## config.mk

```make
export PLATFORM = sky130hd
export DESIGN_NAME = local_store_controller
export DESIGN_NICKNAME = d
export VERILOG_FILES = /design/src/rtl/lsc_pkg.sv /design/src/rtl/lsc_skid_buffer.sv /design/src/rtl/local_store_controller.sv
export SDC_FILE = /design/constraint.sdc
export NUM_CORES = 1
export LEC_CHECK = 0
export BUFFER_PORTS_ARGS = -buffer_cell sky130_fd_sc_hd__buf_2
export CORE_MARGIN = 2
export CORE_UTILIZATION = 45
export CTS_BUF_LIST = sky130_fd_sc_hd__clkbuf_4
export DETAILED_ROUTE_END_ITERATION = 10
export GPL_TIMING_DRIVEN = 0
export PLACE_DENSITY = 0.64
export SYNTH_ARGS = -nofsm -noshare
export SYNTH_HDL_FRONTEND = slang
export SYNTH_SLANG_ARGS = --single-unit
```

## constraint.sdc

```tcl
create_clock -name CLK -period 3.5 [get_ports CLK]
set_input_delay 0.175 -clock CLK [delete_from_list [all_inputs] [get_ports CLK]]
set_output_delay 0.175 -clock CLK [all_outputs]
set_load 0.01 [all_outputs]
```

## src/rtl/lsc_pkg.sv

```systemverilog
// Shared types for the local store controller: FSM state encoding and skid depth.
package lsc_pkg;

    typedef enum logic [1:0] {
        IDLE = 2'd0,
        FILL = 2'd1,
        READ = 2'd2,
        DONE = 2'd3
    } lsc_state_e;

    localparam int SKID_DEPTH = 2;

endpackage

```

## src/rtl/lsc_skid_buffer.sv

```systemverilog
// Two-entry (data, last) FIFO that absorbs SRAM read latency and PE backpressure.
// The head entry drives the PE port directly, so it only moves on an accepted beat.
module lsc_skid_buffer
    import lsc_pkg::*;
#(
    parameter int W = 16
) (
    input  logic         CLK,
    input  logic         RESETn,
    input  logic         push,
    input  logic [W-1:0] push_data,
    input  logic         push_last,
    input  logic         out_ready,
    output logic         out_valid,
    output logic [W-1:0] out_data,
    output logic         out_last,
    output logic [1:0]   count
);

    logic [W:0] entry_q [SKID_DEPTH];
    logic       rptr_q;
    logic       wptr_q;
    logic [1:0] count_q;
    logic       pop;

    assign pop       = (count_q != 2'd0) && out_ready;
    assign out_valid = (count_q != 2'd0);
    assign out_data  = entry_q[rptr_q][W-1:0];
    assign out_last  = out_valid && entry_q[rptr_q][W];
    assign count     = count_q;

    // Entry storage, pointers and occupancy; push and pop may coincide.
    always_ff @(posedge CLK or negedge RESETn) begin
        if (!RESETn) begin
            for (int i = 0; i < SKID_DEPTH; i++) begin
                entry_q[i] <= '0;
            end
            rptr_q  <= 1'b0;
            wptr_q  <= 1'b0;
            count_q <= 2'd0;
        end else begin
            if (push) begin
                entry_q[wptr_q] <= {push_last, push_data};
                wptr_q          <= ~wptr_q;
            end
            if (pop) begin
                rptr_q <= ~rptr_q;
            end
            count_q <= count_q + {1'b0, push} - {1'b0, pop};
        end
    end

endmodule

```

## src/rtl/local_store_controller.sv

```systemverilog
// Local store sequencer: FILL streams upstream words into the SRAM, READ replays a
// strided window to the PE cfg_repeat times through a two-entry skid buffer.
//
//   state | meaning
//   IDLE  | waiting for cfg_start; cfg fields latched on acceptance
//   FILL  | in_ready high, one SRAM write per upstream handshake
//   READ  | issuing strided reads, draining words to the PE
//   DONE  | one-cycle done pulse, busy low, back to IDLE
module local_store_controller
    import lsc_pkg::*;
#(
    parameter int A     = 7,
    parameter int W     = 16,
    parameter int CNT_W = 8
) (
    input  logic             CLK,
    input  logic             RESETn,
    input  logic             cfg_start,
    input  logic             cfg_fill,
    input  logic [A-1:0]     cfg_base,
    input  logic [A:0]       cfg_len,
    input  logic [A-1:0]     cfg_stride,
    input  logic [CNT_W-1:0] cfg_repeat,
    input  logic             in_valid,
    output logic             in_ready,
    input  logic [W-1:0]     in_data,
    output logic             out_valid,
    input  logic             out_ready,
    output logic [W-1:0]     out_data,
    output logic             out_last,
    output logic [A-1:0]     mem_addr,
    output logic [W-1:0]     mem_wdata,
    output logic             mem_write,
    input  logic [W-1:0]     mem_rdata,
    output logic             busy,
    output logic             done
);

    localparam logic [A:0]       IDX_ONE  = {{A{1'b0}}, 1'b1};
    localparam logic [CNT_W-1:0] PASS_ONE = {{(CNT_W-1){1'b0}}, 1'b1};

    lsc_state_e       state_q, state_d;

    logic [A-1:0]     base_q;
    logic [A-1:0]     stride_q;
    logic [A:0]       len_q;
    logic [CNT_W-1:0] repeat_q;

    logic [A:0]       widx_q;
    logic [A:0]       ridx_q;
    logic [CNT_W-1:0] pass_q;
    logic [A-1:0]     raddr_q;
    logic [A-1:0]     addr_q;
    logic             inflight_q;
    logic             inflight_last_q;
    logic             reads_done_q;

    logic [1:0]       skid_count;
    logic [1:0]       occ_next;
    logic             start_acc;
    logic             fill_last;
    logic             rd_wrap;
    logic             rd_final;
    logic             rd_en;
    logic             pop;
    logic [A-1:0]     wr_addr;

    assign start_acc = (state_q == IDLE) && cfg_start;
    assign wr_addr   = base_q + widx_q[A-1:0];
    assign fill_last = (widx_q == len_q - IDX_ONE);
    assign rd_wrap   = (ridx_q == len_q - IDX_ONE);
    assign rd_final  = rd_wrap && (pass_q == repeat_q - PASS_ONE);
    assign pop       = out_valid && out_ready;

    // Occupancy as it will stand next cycle: counting the beat leaving now is what
    // lets a read issue every cycle while the PE keeps out_ready high.
    assign occ_next  = skid_count - {1'b0, pop} + {1'b0, inflight_q};
    assign rd_en     = (state_q == READ) && !reads_done_q && (occ_next < 2'(SKID_DEPTH));

    assign mem_wdata = mem_write ? in_data : '0;
    assign mem_addr  = mem_write ? wr_addr : (rd_en ? raddr_q : addr_q);

    // State register.
    always_ff @(posedge CLK or negedge RESETn) begin
        if (!RESETn) begin
            state_q <= IDLE;
        end else begin
            state_q <= state_d;
        end
    end

    // Next-state decode and per-state control outputs.
    always_comb begin
        state_d   = state_q;
        in_ready  = 1'b0;
        mem_write = 1'b0;
        busy      = 1'b0;
        done      = 1'b0;
        case (state_q)
            IDLE: begin
                if (cfg_start) begin
                    if (cfg_fill && (cfg_len != '0)) begin
                        state_d = FILL;
                    end else if ((cfg_repeat != '0) && (cfg_len != '0)) begin
                        state_d = READ;
                    end else begin
                        state_d = DONE;
                    end
                end
            end
            FILL: begin
                in_ready  = 1'b1;
                busy      = 1'b1;
                mem_write = in_valid;
                if (in_valid && fill_last) begin
                    state_d = (repeat_q != '0) ? READ : DONE;
                end
            end
            READ: begin
                busy = 1'b1;
                if (pop && out_last) begin
                    state_d = DONE;
                end
            end
            DONE: begin
                done    = 1'b1;
                state_d = IDLE;
            end
            default: state_d = IDLE;
        endcase
    end

    // Job configuration, write/read indices, pass counter and read-in-flight tracking.
    always_ff @(posedge CLK or negedge RESETn) begin
        if (!RESETn) begin
            base_q          <= '0;
            stride_q        <= '0;
            len_q           <= '0;
            repeat_q        <= '0;
            widx_q          <= '0;
            ridx_q          <= '0;
            pass_q          <= '0;
            raddr_q         <= '0;
            addr_q          <= '0;
            inflight_q      <= 1'b0;
            inflight_last_q <= 1'b0;
            reads_done_q    <= 1'b0;
        end else begin
            if (start_acc) begin
                base_q       <= cfg_base;
                stride_q     <= cfg_stride;
                len_q        <= cfg_len;
                repeat_q     <= cfg_repeat;
                widx_q       <= '0;
                ridx_q       <= '0;
                pass_q       <= '0;
                raddr_q      <= cfg_base;
                reads_done_q <= 1'b0;
            end
            if (mem_write) begin
                widx_q <= widx_q + IDX_ONE;
            end
            if (rd_en) begin
                if (rd_wrap) begin
                    ridx_q  <= '0;
                    pass_q  <= pass_q + PASS_ONE;
                    raddr_q <= base_q;
                end else begin
                    ridx_q  <= ridx_q + IDX_ONE;
                    raddr_q <= raddr_q + stride_q;
                end
                if (rd_final) begin
                    reads_done_q <= 1'b1;
                end
            end
            if (mem_write || rd_en) begin
                addr_q <= mem_addr;
            end
            inflight_q      <= rd_en;
            inflight_last_q <= rd_en && rd_final;
        end
    end

    lsc_skid_buffer #(.W(W)) u_skid (
        .CLK       (CLK),
        .RESETn    (RESETn),
        .push      (inflight_q),
        .push_data (mem_rdata),
        .push_last (inflight_last_q),
        .out_ready (out_ready),
        .out_valid (out_valid),
        .out_data  (out_data),
        .out_last  (out_last),
        .count     (skid_count)
    );

endmodule

```

==> impl_metrics.ini, run 1 <==
[synth]
synth-edff-count = 0
synthArstFlopShare_pct = 100
synth_fp_nets = 737
ys_types = 55
synth_area_mm2 = 0.00635
synth_seq_area_share_pct = 43.7
ys.flop_type = dfrtp_1
ys_seq_elements = 111
syn_area_per_cell_um2 = 9.90
synthCells = 642
yosysWarnings = 0

[job]
cap_violations = 0

[route]
ant_nets = 0
wl_per_cell_um = 16.2
drt-initial-drc-count = 270
num_vias = 5347
vias_per_cell = 5.35
drtPass1Iterations = 5
routed_wl_mm = 16.2
drc = 0

[floorplanning]
core-area_mm2 = 0.0138
die_w_um = 123
start_util_pct = 46.0
pin_count = 113
fp-row-count = 43
fp.dieArea_mm2 = 0.0151
die_y_um = 123

[critical_path]
r2r-start = u_skid.count[1]
critPathRequiredTime_ns = 3.32
cp-end-kind = output port
arrival_ns = 3.14
startpoint = u_skid.count[1]
start_kind = flop
crit_fanout = 5
worst-setup-path-type = flop to output port

[timing]
max_slew.worst_pin.slew_ns = 0.753
fin_crit_sh_pct = 94.7
fin_crit_ns = 3.31
slew_viol_final = 0
hold_ws_ns = 0.0701
final-setup-viol-count = 0
fin_tns_setup_ns = 0
fin_skew_ns = 0.0155
maxSlewHeadroom_pct = 49.3
max_freq_mhz = 302
hold_viol_final = 0

[final_layout]
antennaDiodeCount = 0
regArea_mm2 = 0.00278
multi_input_area_mm2 = 0.00335
nets = 911
fillers = 1199
stdcell_area_mm2 = 0.00786
final_core_util_pct = 56.8
drive_above_1_share_pct = 25.9
syn_to_final_growth_pct = 23.7

[power]
irDropWorstVdd_mv = 0.462
p_per_area_mw_per_mm2 = 654
p_leak_uw = 0.00392

[clock_tree]
numCtsBuffers = 9
root_buffer = clkbuf_4
clk_latency_ns = 0.47
cts_max_level = 3
clk_pin_slew_ns = 0.16
cts_tree = yes
cts_buffer_depth = 2
cts_sinks = 111

[grt]
grt_antenna_before_repair = 0
grt_pass1_vias = 5323
grt_max_degree = 63
grt_pass1_wl_mm = 25.8
grtUsageTotal_pct = 22.2
gr-total-overflow = 0

[outcome]
outcome = completed

[worst_hold_path]
hp-class = input pin to flop
min-delay-start = cfg_base[5]

[placed_design]
placed_area_mm2 = 0.00716
port-buffer-count = 111
routabilityCongestion = 0.860
dp_hpwl_mm = 11.7
## what timing repair did
item | 4_1_cts | 5_1_grt
setup endpoints to repair | 6 | 7
hold endpoints to repair | 111 | 1
pin swaps | 1 | 4
hold buffers | 47 | 1
buffers inserted | 0 | 3
resized for setup | 13 | 18
## logic make-up (layout without fill, tap and decap cells)
logic type / count (synthesis) / after routing / synth area share [%]
flip-flops: 111 / 111 / 43.7
multiplexers: 65 / 65 / 11.3
AO/OA/AOI/OAI: 107 / 107 / 10.6
buffers and inverters: 62 / 239 / 4.17
adder cells (fa/ha/maj): 27 / 27 / 5.55
AND/OR/NAND/NOR: 226 / 226 / 17.3
XOR/XNOR: 44 / 44 / 7.37
## registers in the layout, indices dropped and copies added, names as in the netlist, 2 cells and up
signal and cells:
base_q 7, state_q 2, u_skid.count 2, stride_q 7
ridx_q 8, raddr_q 7, len_q 8, repeat_q 8
u_skid.entry_q 34, pass_q 8, widx_q 8, addr_q 7
## where the power goes
| group | switching, µW | internal (µW) | leakage, µW |
|---|---|---|---|
| combinational | 1390 | 1360 | 0.00248 |
| sequential | 202 | 1620 | 0.00138 |
| clock | 403 | 162 | 0.0000630 |
| total | 1990 | 3150 | 0.00392 |
## path summary, 6_finish.rpt
path / endpoint / slack [ns] / depth (start not counted)
worst max-delay path: mem_addr[4] / 0.19 / 14
worst min-delay path: base_q[5] / 0.07 / 3
worst max register to register: pass_q[7] / 0.37 / 14
worst min register to register: stride_q[5] / 0.50 / 2
max in group asynchronous: widx_q[7] / 2.50 / 3
min in group asynchronous: u_skid.entry_q[17] / 0.27 / 2
## cell usage in the layout, fill, tap and decap left out, types with 10 or more instances in the layout
master and instances:
nor3_1 10, clkbuf_4 12, xnor2_1 25, ha_1 25, a21oi_1 23, nand3_1 10
o21ai_0 27, a31oi_1 10, dlygate4sd3_1 48, mux2i_1 13, xor2_1 11, and3_1 31
dfrtp_1 111, nor2_1 19, buf_2 112, mux2_2 51, clkbuf_1 20, inv_1 27
nand2_1 107
## layout make-up
class	count	share of cell area (%)
plain buffers	33	2.58
clock inverters	2	0.127
multi-input cells	469	42.6
inverters	29	1.48
flip-flops and latches	111	35.4
repair buffers	163	13.9
well taps	180	2.87
clock buffers	12	1.15
## cell usage after synthesis (11+ instances only)
cell type,n,share of area (%)
a21oi_1,24,1.9
and3_1,32,3.2
clkbuf_1,23,1.4
dfrtp_1,111,44
ha_1,25,4.9
inv_1,27,1.6
mux2_2,51,9.0
mux2i_1,13,2.0
nand2_1,109,6.4
nor2_1,20,1.2
o21ai_0,28,2.2
xnor2_1,27,3.7
xor2_1,11,1.5
## critical path: stages, from the launching register on
cell and delay, ns:
dfrtp_1 0.42, nor2_2 0.12, inv_1 0.06, and2_4 0.16, ha_1 0.26, inv_1 0.04
ha_1 0.19, xnor2_2 0.15, xnor2_2 0.14, or3b_4 0.44, inv_8 0.10, buf_12 0.11
mux2i_1 0.21, o21ai_1 0.10, buf_2 0.16
## through the flow
step                      instances  power [µW]  setup slack [ns]
after global placement          933        4080            0.0943
final                           999        5140             0.186
after CTS                       995        4900            0.0334
after floorplan                 642        3390             0.536
after detailed placement        934        4170             0.101
after global routing            999        5520          -0.00606
## layer usage
layer  vias up  part of all wire [%]  track usage, %  routed length (µm)
met2       159                    50            39.5                8110
met4         0                   2.5            8.76                 398
met5         -                     0               0                   0
met3        29                   5.0            3.44                 816
li1       2583                     -               -                   -
met1      2576                    43            26.8                6900
Note: power is estimated with default switching activity, not from simulation.
==> inputs of run 2 (changes only) <==
--- a/config.mk
+++ b/config.mk
@@ -6,7 +6,6 @@
 export NUM_CORES = 1
 export LEC_CHECK = 0
 export BUFFER_PORTS_ARGS = -buffer_cell sky130_fd_sc_hd__buf_2
-export CORE_MARGIN = 2
 export CORE_UTILIZATION = 45
 export CTS_BUF_LIST = sky130_fd_sc_hd__clkbuf_4
 export DETAILED_ROUTE_END_ITERATION = 10
==> run 2 against run 1 <==
Net effect:
- non-clock buffer count is 4 higher
- cell area is 1.8% higher
- via count is 0.43% lower
- combinational power is 5% higher
- sequential share of layout area is 0.62 points lower
- flip-flop and latch count stayed put
- first-iteration DRC count is 17% lower
- register-to-register slack worse by 0.08 ns
- final cell count is 0.60% higher
- wire length is 0.25% lower
- critical path type unchanged
- critical endpoint is now mem_addr[1]
- largest cell class unchanged
- largest power group unchanged
==> impl_metrics.ini, run 2 (synthesis gave the netlist of run 1 again) <==
[power]
p_per_area_mw_per_mm2 = 684
irDropWorstVdd_mv = 0.571
fin_total_pwr_uw = 5470
p_leak_uw = 0.00396

[timing]
maxSlewHeadroom_pct = 45.5
final-setup-viol-count = 0
slew_viol_final = 0
fin_crit_ns = 3.36
fin_skew_ns = 0.0265
hold_viol_final = 0
max_slew.worst_pin.slew_ns = 0.810
fin_crit_sh_pct = 96.0
max_freq_mhz = 298

[floorplanning]
fp-row-count = 43
die_w_um = 121
die_y_um = 121
core-area_mm2 = 0.0138
start_util_pct = 46.0
pin_count = 113
fp.dieArea_mm2 = 0.0146

[critical_path]
start_kind = flop
critPathRequiredTime_ns = 3.32
worst-setup-path-type = flop to output port
arrival_ns = 3.19
crit_fanout = 5
cp-end-kind = output port

[route]
drtPass1Iterations = 5
routed_wl_mm = 16.2
ant_nets = 0
num_vias = 5324
wl_per_cell_um = 16.1
vias_per_cell = 5.30
drt-initial-drc-count = 224
drc = 0

[grt]
grtUsageTotal_pct = 23.2
grt_antenna_before_repair = 0
grt_max_degree = 65
grt_pass1_vias = 5363
grt_pass1_wl_mm = 26.1
gr-total-overflow = 0

[worst_hold_path]
hp-class = input pin to flop

[clock_tree]
cts_sinks = 111
cts_max_level = 3
root_buffer = clkbuf_4
clk_pin_slew_ns = 0.19
cts_buffer_depth = 2
cts_tree = yes
numCtsBuffers = 9
clk_latency_ns = 0.50

[placed_design]
dp_hpwl_mm = 11.6
routabilityCongestion = 0.879
placed_area_mm2 = 0.00716
port-buffer-count = 111

[final_layout]
drive_above_1_share_pct = 27.2
syn_to_final_growth_pct = 25.9
final_core_util_pct = 57.8
antennaDiodeCount = 0
nets = 915
largest_register_ffs = 34
stdcell_area_mm2 = 0.00800
final_cell_mix = buf_2, dfrtp_1, nand2_1
regMostFlops = u_skid.entry_q

[job]
cap_violations = 0

[outcome]
outcome = completed
-- run 2: changes by cell type in the layout (fill, tap and decap cells not counted), sizes merged --
cell / before / now
buf: 128 / 132
bufinv: 0 / 2
clkinv: 3 / 4
clkbuf: 32 / 29
clkinvlp: 0 / 1
inv: 28 / 29
-- run 2: stage by stage --
step / setup slack, ns / setup TNS [ns] / hold slack, ns / cells
after floorplan: 0.536 / 0 / -0.121 / 642
after global placement: 0.102 / 0 / 0.365 / 933
after detailed placement: -0.0141 / -0.0141 / 0.240 / 934
after CTS: 0.00579 / 0 / 0.0251 / 1001
after global routing: -0.0107 / -0.0201 / 0.0693 / 1005
final: 0.140 / 0 / 0.0666 / 1005
-- run 2: timing repair --
action,CTS,global route
setup endpoints to repair,7,7
hold endpoints to repair,111,0
cloned,0,0
hold buffers,48,0
resized for setup,16,20
buffers inserted,3,5
pin swaps,0,5
-- run 2: worst max-delay path, stage by stage (launching register included) --
cell and delay (ns):
dfrtp_1 0.44, nor2_2 0.14, inv_2 0.05, and2_4 0.17, ha_4 0.25, inv_1 0.04
ha_2 0.16, xnor2_1 0.18, xnor2_1 0.12, or3b_4 0.43, clkinv_4 0.10, buf_4 0.11
nand2_1 0.05, and3_4 0.18, a21oi_2 0.11, buf_2 0.16
-- run 2: path summary, 6_finish.rpt --
path                                      start                 to  slack (ns)  cells past startpoint
worst max register to register  u_skid.count[1]          pass_q[7]        0.29                     15
worst min register to register      stride_q[2]        stride_q[2]        0.51                      2
min in group asynchronous                RESETn  u_skid.entry_q[5]        0.22                      2
worst max-delay path            u_skid.count[1]        mem_addr[1]        0.14                     15
worst min-delay path                cfg_base[5]          base_q[5]        0.07                      3
max in group asynchronous                RESETn           len_q[1]        2.53                      3
-- run 2: area by class of cell --
type,count,area [µm²]
fillers,1231,5830
plain buffers,32,194
clock buffers,9,67.6
flip-flops and latches,111,2780
multi-input cells,469,3380
well taps,180,225
repair buffers,168,1130
inverters,29,114
clock inverters,7,103
-- run 2: routing by layer --
metal	wire, µm	GRT usage [%]
met2	8010	40.1
met3	723	3.54
met1	6930	28.2
met4	527	11.3
met5	0	0
-- run 2: where the power goes --
group | leakage [µW] | total, µW | internal (µW) | switching [µW]
Combinational | 0.00250 | 2880 | 1470 | 1410
Clock | 0.0000871 | 755 | 297 | 458
Sequential | 0.00138 | 1830 | 1620 | 209
Total | 0.00396 | 5470 | 3390 | 2080
